## src/rtl/exe_muldiv_unit.sv

```systemverilog
// ----------------------------------------------------------------------------
// exe_muldiv_unit : iterative unsigned multiply/divide for the EXE stage
// Rev 1.0
// ----------------------------------------------------------------------------
`default_nettype none

module exe_muldiv_unit #(
  parameter int DSIZE = 32,
  parameter int ASIZE = 5,
  parameter int CSIZE = 6
) (
  input  logic             clk,
  input  logic             rst,
  input  logic             start_in,
  input  logic [1:0]       op_in,
  input  logic [DSIZE-1:0] a_in,
  input  logic [DSIZE-1:0] b_in,
  input  logic [ASIZE-1:0] waddr_in,
  input  logic             flush,
  output logic             stall_out,
  output logic             busy,
  output logic             done,
  output logic [DSIZE-1:0] result_out,
  output logic [ASIZE-1:0] waddr_out,
  output logic             wen_out
);

  localparam logic [1:0]       S_IDLE = 2'd0;
  localparam logic [1:0]       S_RUN  = 2'd1;
  localparam logic [1:0]       S_DONE = 2'd2;
  localparam logic [CSIZE-1:0] C_LAST = CSIZE'(DSIZE - 1);

  logic [1:0]         state_q, state_d;
  logic [CSIZE-1:0]   count_q, count_d;
  logic [1:0]         op_q, op_d;
  logic [DSIZE-1:0]   a_q, a_d, b_q, b_d, result_q, result_d;
  logic [ASIZE-1:0]   waddr_q, waddr_d;
  logic [2*DSIZE-1:0] acc_q, acc_d;
  logic [DSIZE:0]     rem_q, rem_d;

  logic               start_ok, div0, last;
  logic [DSIZE:0]     mul_sum, div_shift, div_rem;
  logic [2*DSIZE-1:0] mul_next;
  logic [DSIZE-1:0]   div_quo;
  logic               div_ge;

  assign start_ok = start_in & ~flush;
  assign div0     = op_in[1] & (b_in == '0);
  assign last     = (count_q == C_LAST);

  // Multiply: acc = {high partial, remaining multiplier bits}, shifted right each step.
  assign mul_sum  = {1'b0, acc_q[2*DSIZE-1:DSIZE]} + (acc_q[0] ? {1'b0, b_q} : '0);
  assign mul_next = {mul_sum, acc_q[DSIZE-1:1]};

  // Divide: dividend bits leave a_q at the top while quotient bits enter at the bottom.
  assign div_shift = {rem_q[DSIZE-1:0], a_q[DSIZE-1]};
  assign div_ge    = (div_shift >= {1'b0, b_q});
  assign div_rem   = div_ge ? (div_shift - {1'b0, b_q}) : div_shift;
  assign div_quo   = {a_q[DSIZE-2:0], div_ge};

  always_ff @(posedge clk or posedge rst) begin
    if (rst) state_q <= S_IDLE;
    else     state_q <= state_d;
  end

  always_comb begin
    state_d = state_q;
    case (state_q)
      S_IDLE:  if (start_ok) state_d = div0 ? S_DONE : S_RUN;
      S_RUN:   if (flush) state_d = S_IDLE;
               else if (last) state_d = S_DONE;
      S_DONE:  state_d = S_IDLE;
      default: state_d = S_IDLE;
    endcase
  end

  always_comb begin
    stall_out = ((state_q == S_IDLE) & start_ok) | (state_q == S_RUN);
    busy      = (state_q != S_IDLE);
    done      = (state_q == S_DONE);
    wen_out   = done;
  end

  always_comb begin
    count_d  = count_q;
    op_d     = op_q;
    a_d      = a_q;
    b_d      = b_q;
    waddr_d  = waddr_q;
    acc_d    = acc_q;
    rem_d    = rem_q;
    result_d = result_q;
    if (state_q == S_IDLE) begin
      count_d = '0;
      if (start_ok) begin
        op_d    = op_in;
        a_d     = a_in;
        b_d     = b_in;
        waddr_d = waddr_in;
        acc_d   = {{DSIZE{1'b0}}, a_in};
        rem_d   = '0;
        if (div0) result_d = op_in[0] ? a_in : '1;
      end
    end else if (state_q == S_RUN && !flush) begin
      count_d = count_q + CSIZE'(1);
      if (op_q[1]) begin
        a_d   = div_quo;
        rem_d = div_rem;
      end else begin
        acc_d = mul_next;
      end
      if (last) begin
        case (op_q)
          2'b00:   result_d = mul_next[DSIZE-1:0];
          2'b01:   result_d = mul_next[2*DSIZE-1:DSIZE];
          2'b10:   result_d = div_quo;
          default: result_d = div_rem[DSIZE-1:0];
        endcase
      end
    end
  end

  always_ff @(posedge clk or posedge rst) begin
    if (rst) begin
      count_q  <= '0;
      op_q     <= '0;
      a_q      <= '0;
      b_q      <= '0;
      waddr_q  <= '0;
      acc_q    <= '0;
      rem_q    <= '0;
      result_q <= '0;
    end else begin
      count_q  <= count_d;
      op_q     <= op_d;
      a_q      <= a_d;
      b_q      <= b_d;
      waddr_q  <= waddr_d;
      acc_q    <= acc_d;
      rem_q    <= rem_d;
      result_q <= result_d;
    end
  end

  assign result_out = result_q;
  assign waddr_out  = waddr_q;

endmodule

`default_nettype wire

```

## config.mk

```make
export PLATFORM = sky130hd
export DESIGN_NAME = exe_muldiv_unit
export DESIGN_NICKNAME = d
export VERILOG_FILES = /design/src/rtl/exe_muldiv_unit.sv
export SDC_FILE = /design/constraint.sdc
export NUM_CORES = 1
export LEC_CHECK = 0
export BUFFER_PORTS_ARGS = -buffer_cell sky130_fd_sc_hd__clkbuf_2
export CAP_MARGIN = 20
export CORE_MARGIN = 2
export CORE_UTILIZATION = 46
export CTS_BUF_LIST = sky130_fd_sc_hd__clkbuf_16
export DETAILED_ROUTE_END_ITERATION = 7
export PLACE_DENSITY = 0.64
export SLEW_MARGIN = 20
export SYNTH_ARGS = -nofsm -noshare
export SYNTH_HDL_FRONTEND = slang
export SYNTH_SLANG_ARGS = --single-unit
```

## constraint.sdc

```tcl
create_clock -name clk -period 7 [get_ports clk]
set_input_delay 0 -clock clk [delete_from_list [all_inputs] [get_ports clk]]
set_output_delay 0 -clock clk [all_outputs]
set_load 0.005 [all_outputs]
```

* Word-level counts from Yosys, hierarchy flattened
Cells that the tools add are included.
Word-level totals: register bits after elaboration 207, bits in latches 0, RAM bits 0, memory bits (read-only) 0, input port bits 75, output and inout port bits 41, word-level logic and storage cells 69, memories 0
Cells by class: add/sub/neg operators 3, multipliers 0, divide/modulo/power cells 0, magnitude comparators 1, equality and inequality tests 9, shift-type cells 0, muxes and demuxes 28, bitwise operators 5, reduce and logical (&&, ||, !) cells 14
Operators with widths (count):
- 32-bit two-way mux | 16
- 64-bit two-way mux | 4
- 32-bit one-hot mux with 3 select lines | 1
- 32-bit by 32-bit adder with 33-bit output | 1
- 33-bit by 32-bit greater-or-equal comparator with 1-bit output | 1
- 32-bit logical NOT | 1
- 32-bit subtractor | 1
- 6-bit two-way mux | 2
- 2-bit two-way mux | 4
- 2-bit nonzero test | 4
- 6-bit by 1-bit adder with 6-bit output (second input constant) | 1
- 6-bit by 5-bit == test with 1-bit output (second input constant) | 1
- 3-bit AND reduction | 2
- 2-bit by 1-bit == test with 1-bit output (second input constant) | 2
- 2-bit == test (second input constant) | 2
- 2-bit logical NOT | 2
- 2-bit inequality test (second input constant) | 2
- 2-bit one-hot mux with 2 select lines | 1
- 2-bit AND reduction | 2
- 4-bit AND reduction | 1
- 1-bit AND | 3
- 3-bit inequality test (second input constant) | 1
- 2-bit by 1-bit inequality test with 1-bit output (second input constant) | 1
- 1-bit logical AND | 1
- other kinds (3) | 3

* Logic depth before layout (Yosys ltp)
Gate-level depths: netlist (run 1).
word-level depth 6, gate-level depth with buffers 14, depth with buffers taken out 13

* Worst setup path after synthesis (run 1)
Ideal clock, no wire load.
path kind register to register, start point register acc_q[0], end point register result_q[29] (netlist: result_out[29]), setup time 0.088 ns, data arrival time 3.033 ns, required time 6.912 ns, setup slack 3.879 ns, stages on the path, launching flop included 15, path buffers 1, cells stage by stage dfrtp_1 -> clkbuf_1 -> and2_1 -> ha_1 -> inv_1 -> fa_1 -> nor2b_1 -> o2111ai_1 -> a21oi_1 -> nor3b_2 -> o31ai_2 -> a311oi_2 -> and3_1 -> o31a_1 -> a41oi_1
Between the ends: word-level cells in the longest chain between the ends 6
Ends and longest elaborated chain:
- start, declared | RTL line 38 | logic [2*DSIZE-1:0] acc_q, acc_d;
- start signal, assigned | RTL line 130 | acc_q <= '0;
- start signal, assigned | RTL line 139 | acc_q <= acc_d;
- 32-bit two-way mux | RTL line 52 | assign mul_sum = {1'b0, acc_q[2*DSIZE-1:DSIZE]} + (acc_q[0] ? {1'b0, b_q} : '0);
- 32-bit by 32-bit adder with 33-bit output | RTL line 52
- 32-bit one-hot mux with 3 select lines | RTL line 113 | case (op_q)
- 32-bit two-way mux | RTL line 112 | if (last) begin
- 32-bit two-way mux | RTL line 104 | end else if (state_q == S_RUN && !flush) begin
- 32-bit two-way mux | RTL line 93 | if (state_q == S_IDLE) begin
- end signal, assigned | RTL line 141 | result_q <= result_d;
- end, declared | RTL line 36 | logic [DSIZE-1:0] a_q, a_d, b_q, b_d, result_q, result_d;
Every way passes these cells. The select of a mux whose other input is x is not followed. A chain may end at the register's enable or synchronous reset.

* Final worst setup path (run 1)
start point register acc_q[0], end point register acc_q[61]
Between the ends: word-level cells in the longest chain between the ends 5
Ends and longest elaborated chain:
- 32-bit two-way mux | RTL line 52
- 32-bit by 32-bit adder with 33-bit output | RTL line 52
- 64-bit two-way mux | RTL line 106 | if (op_q[1]) begin
- 64-bit two-way mux | RTL line 104
- 64-bit two-way mux | RTL line 93
Every way passes these cells. The select of a mux whose other input is x is not followed.

==> summary.md, run 1 <==
| Metric | Value |
|---|---|
| Largest family of logic cells by synthesized area | compound AO/OA/AOI/OAI gates |
| Multi-input gate area | 7900 um2 |
| Sequential Power Share | 32.1% |
| Vias in the first global route | 12.2k |
| Clock transition at path regs | 0.06 ns |
| Reg area | 5180 um2 |
| Cells after synthesis | 1613 |
| Initial Util | 46.4% |
| Clock Path Buffers | 3 |
| GRT overflow | 0 |
| Pwr/cell area | 316 nW/um2 |
| Antenna Violating Nets Remaining | 0 |
| DR WL/cell | 20.9 um |
| Worst Path Arrival | 4.44 ns |
| CTS root buffer | clkbuf_16 |
| Layout Utilization | 54.2% |
| Top FF cell, synth | dfrtp_1 |
| Setup TNS | 0 ns |
| Gr usage total | 28.8% |
| Post-DP HPWL | 31200 um |
| GRT met3 Usage | 3.77% |
| Top cells by count, synth | nand2_1, dfrtp_1, o21ai_0, nor2_1, a21oi_1 |
| Clock network power share | 24.1% |
| Sw Ratio | 41.3% |
| GRT met2 Usage | 48.1% |
| I/O pin total | 116 |
| Worst setup SP type | flop |
| Worst-Margin Slew | 1.01 ns |
| Internal Power | 2.96 mW |
| CTS Sinks | 207 |
| CP required | 7.42 ns |
| Post-synth EDFFs | 0 |
| Vias | 12.8k |
| Minimum clock period | 4.02 ns |
| Synth top area cells | dfrtp_1, nand2_1, o21ai_0 |
| Maximum VDD drop | 0.181 mV |
| Syn avg cell area | 8.47 um2 |
| DIE WIDTH | 176 um |
| Pins Over Slew Limit | 0 |
| Final setup viols | 0 |
| Synth cell types | 75 |
| P_sw | 2.08 mW |
| Worst skew pair latency | 0.54 ns |
| Synth area leader | dfrtp_1 |
| Antenna violations before repair | 0 |
| Synth Area in Compound Gates | 25.6% |
| Final Cycle Share | 57.5% |
| CP Capture Type | flop |
| 1st-pass router iterations | 5 |
| Final #Nets | 1885 |
| Synth Area in Simple Gates | 18.1% |
| Seq/Total Area, Yosys | 37.9% |
| RSZ-0062 raised after global routing | false |
| GR peak layer | met2 |
| Met1 GRT Util | 39.1% |
| Leak Pwr | 7.43 nW |
| First-pass GRT wire length | 70200 um |
| Number of H-tree levels | 1 |
| Post-synthesis mux area share | 3.68% |
| Share of cells above drive strength 1 | 12.7% |
| Worst hold margin | 0.0391 ns |
| Post-CTS Setup Bufs | 0 |
| Port buffer count | 115 |
| Final Skew | 0.0139 ns |
| Wirelength, routed | 44800 um |
| FP Rows | 63 |
| TritonCTS clock tree | built |
| Maxcap violations | 0 |
| Combinational share of power | 43.8% |
| Synth-to-layout area growth | 16.9% |
| Residual DRC count | 0 |
| Vias per cell | 5.96 |
| Worst min-delay path category | in -> reg |
| Die ar. | 31100 um2 |
| Initial DRC count | 1396 |
| Num CTS Buffers | 25 |
| Area share of the largest cell type after synthesis | 37.9% |
| Pin count of the biggest net entering global routing | 132 |
| Critical path type | reg -> reg |
| XOR/XNOR Fraction of Synth Area | 3.84% |
| Status | finished, final reports clean |
| Syn Std Cell Area | 13700 um2 |
| Synth Area in Adders | 6.24% |
| Net Count, Synth | 1755 |
| Dpl ws | 3.11 ns |
| # fillers | 2748 |
| Max_slew headroom | 32.0% |
| Most frequent cell after synthesis | nand2_1 |
| CP Max Fanout | 33 |
| Synth Register Bits | 207 |
| Gpl congestion | 0.946 |
| Overall power | 5.04 mW |
| Die height | 176 um |
| FMAX | 0.249 GHz |
| Ys Warns | 0 |
| Synth async-reset ratio | 100% |
| Antenna diodes | 0 |
| Core Region | 29500 um2 |
| Final Hold Viols | 0 |
| Setup WS post-layout | 2.98 ns |
==> power by group through the flow <==
| stage | Sequential, mW | Clock (mW) | Combinational (mW) |
|---|---|---|---|
| after floorplan | 1.56 | 0 | 1.60 |
| after global placement | 1.63 | 0 | 2.12 |
| after detailed placement | 1.63 | 0 | 2.14 |
| after CTS | 1.62 | 1.23 | 2.19 |
| after global routing | 1.65 | 1.27 | 2.43 |
| final | 1.62 | 1.21 | 2.21 |
==> final timing paths <==
check / from / end / slack (ns) / cells after the start
min in group asynchronous: rst / rem_q[7] / 0.21 / 3
worst max register to register: acc_q[0] / acc_q[61] / 2.98 / 13
worst min-delay path: op_in[0] / op_q[0] / 0.04 / 4
worst min register to register: waddr_out[3] / waddr_out[3] / 0.48 / 2
max in group asynchronous: rst / op_q[1] / 5.49 / 4
worst max-delay path: acc_q[0] / acc_q[61] / 2.98 / 13
==> flip-flops by register name, indices dropped and copies added, names as in the netlist <==
name and cells:
a_q 32, acc_q 64, b_q 32, count_q 6, op_q 2, rem_q 32
result_out 32, state_q 2, waddr_out 5
==> worst max-delay path, cell delays in order (launching register included) <==
cell       delay (ns)
dfrtp_1          0.87
and2_1           0.23
ha_1             0.18
inv_1            0.07
fa_1             0.40
nor2b_1          0.17
o2111ai_1        0.17
a21oi_1          0.34
nor3b_2          0.16
o31ai_2          0.44
a311oi_2         0.23
o21ai_1          0.33
xor2_1           0.10
a22o_1           0.20
==> cell usage in the layout (no fill, tap or decap), types with 8 or more instances in the layout <==
cell,n
nor2_1,119
nand2b_1,8
o21ai_0,163
mux2i_1,21
nand3_1,43
o22ai_1,8
a21oi_1,105
a211oi_1,12
a31o_2,10
o21bai_1,10
nor3_1,13
a22o_1,28
o211ai_1,17
inv_1,60
and3_1,12
nor2b_1,19
clkbuf_2,115
o21ai_1,10
a221o_1,35
clkbuf_16,25
nand2_1,243
mux2_2,19
nand4_1,9
dlygate4sd3_1,72
dfrtp_1,206
o21a_1,10
xor2_1,27
ha_1,65
buf_4,17
and2_1,41
a31oi_1,30
a21o_1,28
a211o_1,10
xnor2_1,33
==> cell families after synthesis <==
logic type / Yosys count
AOI/OAI and AO/OA: 531
and+or+nand+nor: 544
xor gates and xnor gates: 60
muxes: 44
buffers and inverters: 160
adders and majority gates: 67
DFF: 207
==> routing by layer <==
| layer | wire (um) | share of wire [%] | vias up |
|---|---|---|---|
| met2 | 21200 | 47 | 415 |
| met4 | 1540 | 3.4 | 0 |
| met5 | 0 | 0 | - |
| met3 | 2390 | 5.3 | 84 |
| li1 | - | - | 6074 |
| met1 | 19700 | 44 | 6251 |
==> what timing repair did <==
action / in CTS / in global routing
hold endpoints to repair: 262 / 0
hold buffers: 72 / 0
gates resized for setup: 0 / 0
==> per-stage QoR <==
step | cells | instance area (um2)
2_1_floorplan | 1613 | 13700
3_3_place_gp | 2033 | 14500
3_5_place_dp | 2033 | 14500
4_1_cts | 2149 | 16000
5_1_grt | 2150 | 16000
6_report | 2150 | 16000
==> layout make-up <==
cell class | count | area share [%]
multi-input combinational | 1246 | 49.4
clock inverter | 19 | 0.705
tap | 390 | 3.05
clock buffer | 25 | 3.92
inverter | 57 | 1.39
sequential | 207 | 32.4
timing repair buffer | 206 | 9.11
Power figures use the tool's default switching activity.
==> inputs of run 2 (changes only) <==
==> constraint.sdc (replaced) <==
create_clock -name clk -period 4.1 [get_ports clk]
set_input_delay 0 -clock clk [delete_from_list [all_inputs] [get_ports clk]]
set_output_delay 0 -clock clk [all_outputs]
set_load 0.005 [all_outputs]
==> run 2 against run 1 <==
- sequential share of layout area decreased by 0.32 points
- combinational power grew 74%
- worst hold slack better by 0.018 ns
- worst setup slack got worse by 2.7 ns
- clock skew is 0.0051 ns lower
- global-route usage rose by 0.88 points
- non-clock buffer count up 14
- via count rose by 1.2%
- final cell count increased by 0.70%
- core utilization up 0.54 points
- maximum frequency up 6.4%
- first-iteration DRC count down 24%
==> summary.md, run 2 (same netlist as run 1, synthesis figures left out) <==
| Metric | Value |
|---|---|
| Most frequent cells in the layout | nand2_1, dfrtp_1, o21ai_0 |
| Pin count of the biggest net entering global routing | 141 (+6.8%) |
| Final setup viols | 0 (unchanged) |
| Pins Over Slew Limit | 0 (unchanged) |
| Num CTS Buffers | 25 (unchanged) |
| CP Capture Type | flop |
| Worst Path Arrival | 4.19 ns (-0.25 ns) |
| Hold Path Cell Cnt | 4 (unchanged) |
| Final Skew | 0.00879 ns (-0.00509 ns) |
| DIE WIDTH | 176 um (unchanged) |
| Gpl congestion | 0.929 (-1.9%) |
| FP Rows | 63 (unchanged) |
| Maxcap violations | 0 (unchanged) |
| Largest Register | acc_q |
| Max_slew headroom | 38.7% (+6.7 points) |
| Layout Utilization | 54.7% (+0.54 points) |
| Initial Util | 46.4% (unchanged) |
| Gr usage total | 29.7% (+0.88 points) |
| R2R setup slack | 0.32 ns (-2.66 ns) |
| DP Area | 14600 um2 (+0.87%) |
| Core Region | 29500 um2 (unchanged) |
| Number of H-tree levels | 1 (unchanged) |
| Minimum clock period | 3.78 ns (-0.244 ns) |
| Die height | 176 um (unchanged) |
| RR Startpoint | rem_q[13] |
| Pwr/cell area | 545 nW/um2 (+73%) |
| Max stage delay on crit path | 0.81 ns (-0.06 ns) |
| Maximum VDD drop | 0.327 mV (+81%) |
| Wirelength, routed | 46200 um (+2.9%) |
| Port buffer count | 115 (unchanged) |
| DR WL/cell | 21.3 um (+2.2%) |
| Leak Pwr | 7.51 nW (+1.1%) |
| GRT overflow | 0 (unchanged) |
| First-pass GRT wire length | 72100 um (+2.7%) |
| R2R depth | 10 (-3) |
| Largest register FFs | 64 (unchanged) |
| Clock Path Buffers | 3 (unchanged) |
| Residual DRC count | 0 (unchanged) |
| I/O pin total | 116 (unchanged) |
| FF-to-FF End | result_out[6] |
| Synth-to-layout area growth | 18.1% |
| Cell mode on critical path | a21oi_1 |
| DP Cell Count | 2047 (+0.69%) |
| Vias in the first global route | 12.6k (+3.3%) |
| RSZ-0062 raised after global routing | false |
| Vias | 13.0k (+1.2%) |
| FMAX | 0.265 GHz (+6.4%) |
| Share of cells above drive strength 1 | 13.2% (+0.57 points) |
| Worst Hold End | op_q[0] |
| TritonCTS clock tree | built |
| Highest-delay cell along the critical path | o31a_1 |
| Post-route cell area | 16100 um2 (+0.99%) |
| Worst-Margin Slew | 0.919 ns (-0.0925 ns) |
| Hold Crit Start | op_in[0] |
| Finished Layout Cells | 2165 (+0.70%) |
| Commonest non-fill, non-tap cell in the layout | nand2_1 |
| Post-CTS Setup Bufs | 0 (unchanged) |
| CP Max Fanout | 19 (-42%) |
| Worst hold margin | 0.0575 ns (+0.0185 ns) |
| Critical path type | reg -> reg |
| Final Hold Viols | 0 (unchanged) |
| CTS root buffer | clkbuf_16 |
| Initial DRC count | 1060 (-24%) |
| CTS Sinks | 207 (unchanged) |
| Worst skew pair latency | 0.53 ns (about the same) |
| Final Cycle Share | 92.2% (+35 points) |
| Post-DP HPWL | 32500 um (+4.4%) |
| Antenna Violating Nets Remaining | 0 (unchanged) |
| Die ar. | 31100 um2 (unchanged) |
| 1st-pass router iterations | 5 (unchanged) |
| Worst min-delay path category | in -> reg |
| Status | finished, final reports clean |
| Setup TNS | 0 ns (unchanged) |
| CP required | 4.51 ns (-2.91 ns) |
| Antenna violations before repair | 0 (unchanged) |
| CP cell instances | ha_1 -> a21oi_1 -> a21o_1 -> a21oi_1 -> o21ai_0 -> o31a_1 -> nor2_1 -> a21oi_1 -> mux2i_1 -> a221o_1 |
| Worst setup SP type | flop |
| Antenna diodes | 0 (unchanged) |
| Vias per cell | 6.00 (+0.53%) |
| Clock transition at path regs | 0.06 ns (about the same) |
| Final #Nets | 1899 (+0.74%) |
-- run 2: stage by stage --
stage          setup WS (ns)  power (mW)
6_report               0.321        8.80
5_1_grt               0.0554        9.31
3_3_place_gp           0.459        6.49
4_1_cts                0.348        8.78
3_5_place_dp           0.368        6.51
2_1_floorplan          0.979        5.39
-- run 2: layer usage --
| metal | up-vias | routed length [um] | track usage, % |
|---|---|---|---|
| met1 | 6369 | 20200 | 40.3 |
| met4 | 0 | 1770 | 11.0 |
| met3 | 94 | 2280 | 3.29 |
| met5 | - | 0 | 0 |
| met2 | 431 | 21900 | 49.1 |
| li1 | 6088 | - | - |
-- run 2: repair_timing --
action,in CTS,in global routing
hold buffers,73,0
gates resized for setup,0,0
hold endpoints to repair,338,0
-- run 2: final cells by class --
class,count,area [um2]
Clock buffer,25,626
Clock inverter,20,159
Fill cell,2811,13300
Inverter,57,218
Multi-Input combinational cell,1246,7900
Sequential cell,207,5180
Tap cell,390,488
Timing Repair Buffer,220,1570
-- run 2: worst max path at each step --
| stage | startpoint | to | slack (ns) | cells past startpoint |
|---|---|---|---|---|
| after global routing | b_q[14] | result_out[25] | 0.06 | 11 |
| after CTS | rem_q[13] | result_out[6] | 0.35 | 10 |
| after floorplan | acc_q[0] | result_out[29] | 0.98 | 14 |
| after global placement | rem_q[13] | result_out[24] | 0.46 | 10 |
| final | rem_q[13] | result_out[6] | 0.32 | 10 |
| after detailed placement | rem_q[13] | result_out[6] | 0.37 | 10 |
-- run 2: power by group --
| part | internal [mW] | switching [mW] |
|---|---|---|
| Sequential | 2.42 | 0.352 |
| Combinational | 1.49 | 2.34 |
| Clock | 1.28 | 0.905 |
-- run 2: critical path, delay by kind of cell (launching register included) --
family	cells	cell delay, ns
AOI/OAI and AO/OA	7	2.57
DFF	1	0.42
adders and majority gates	1	0.39
muxes	1	0.17
and+or+nand+nor	1	0.11
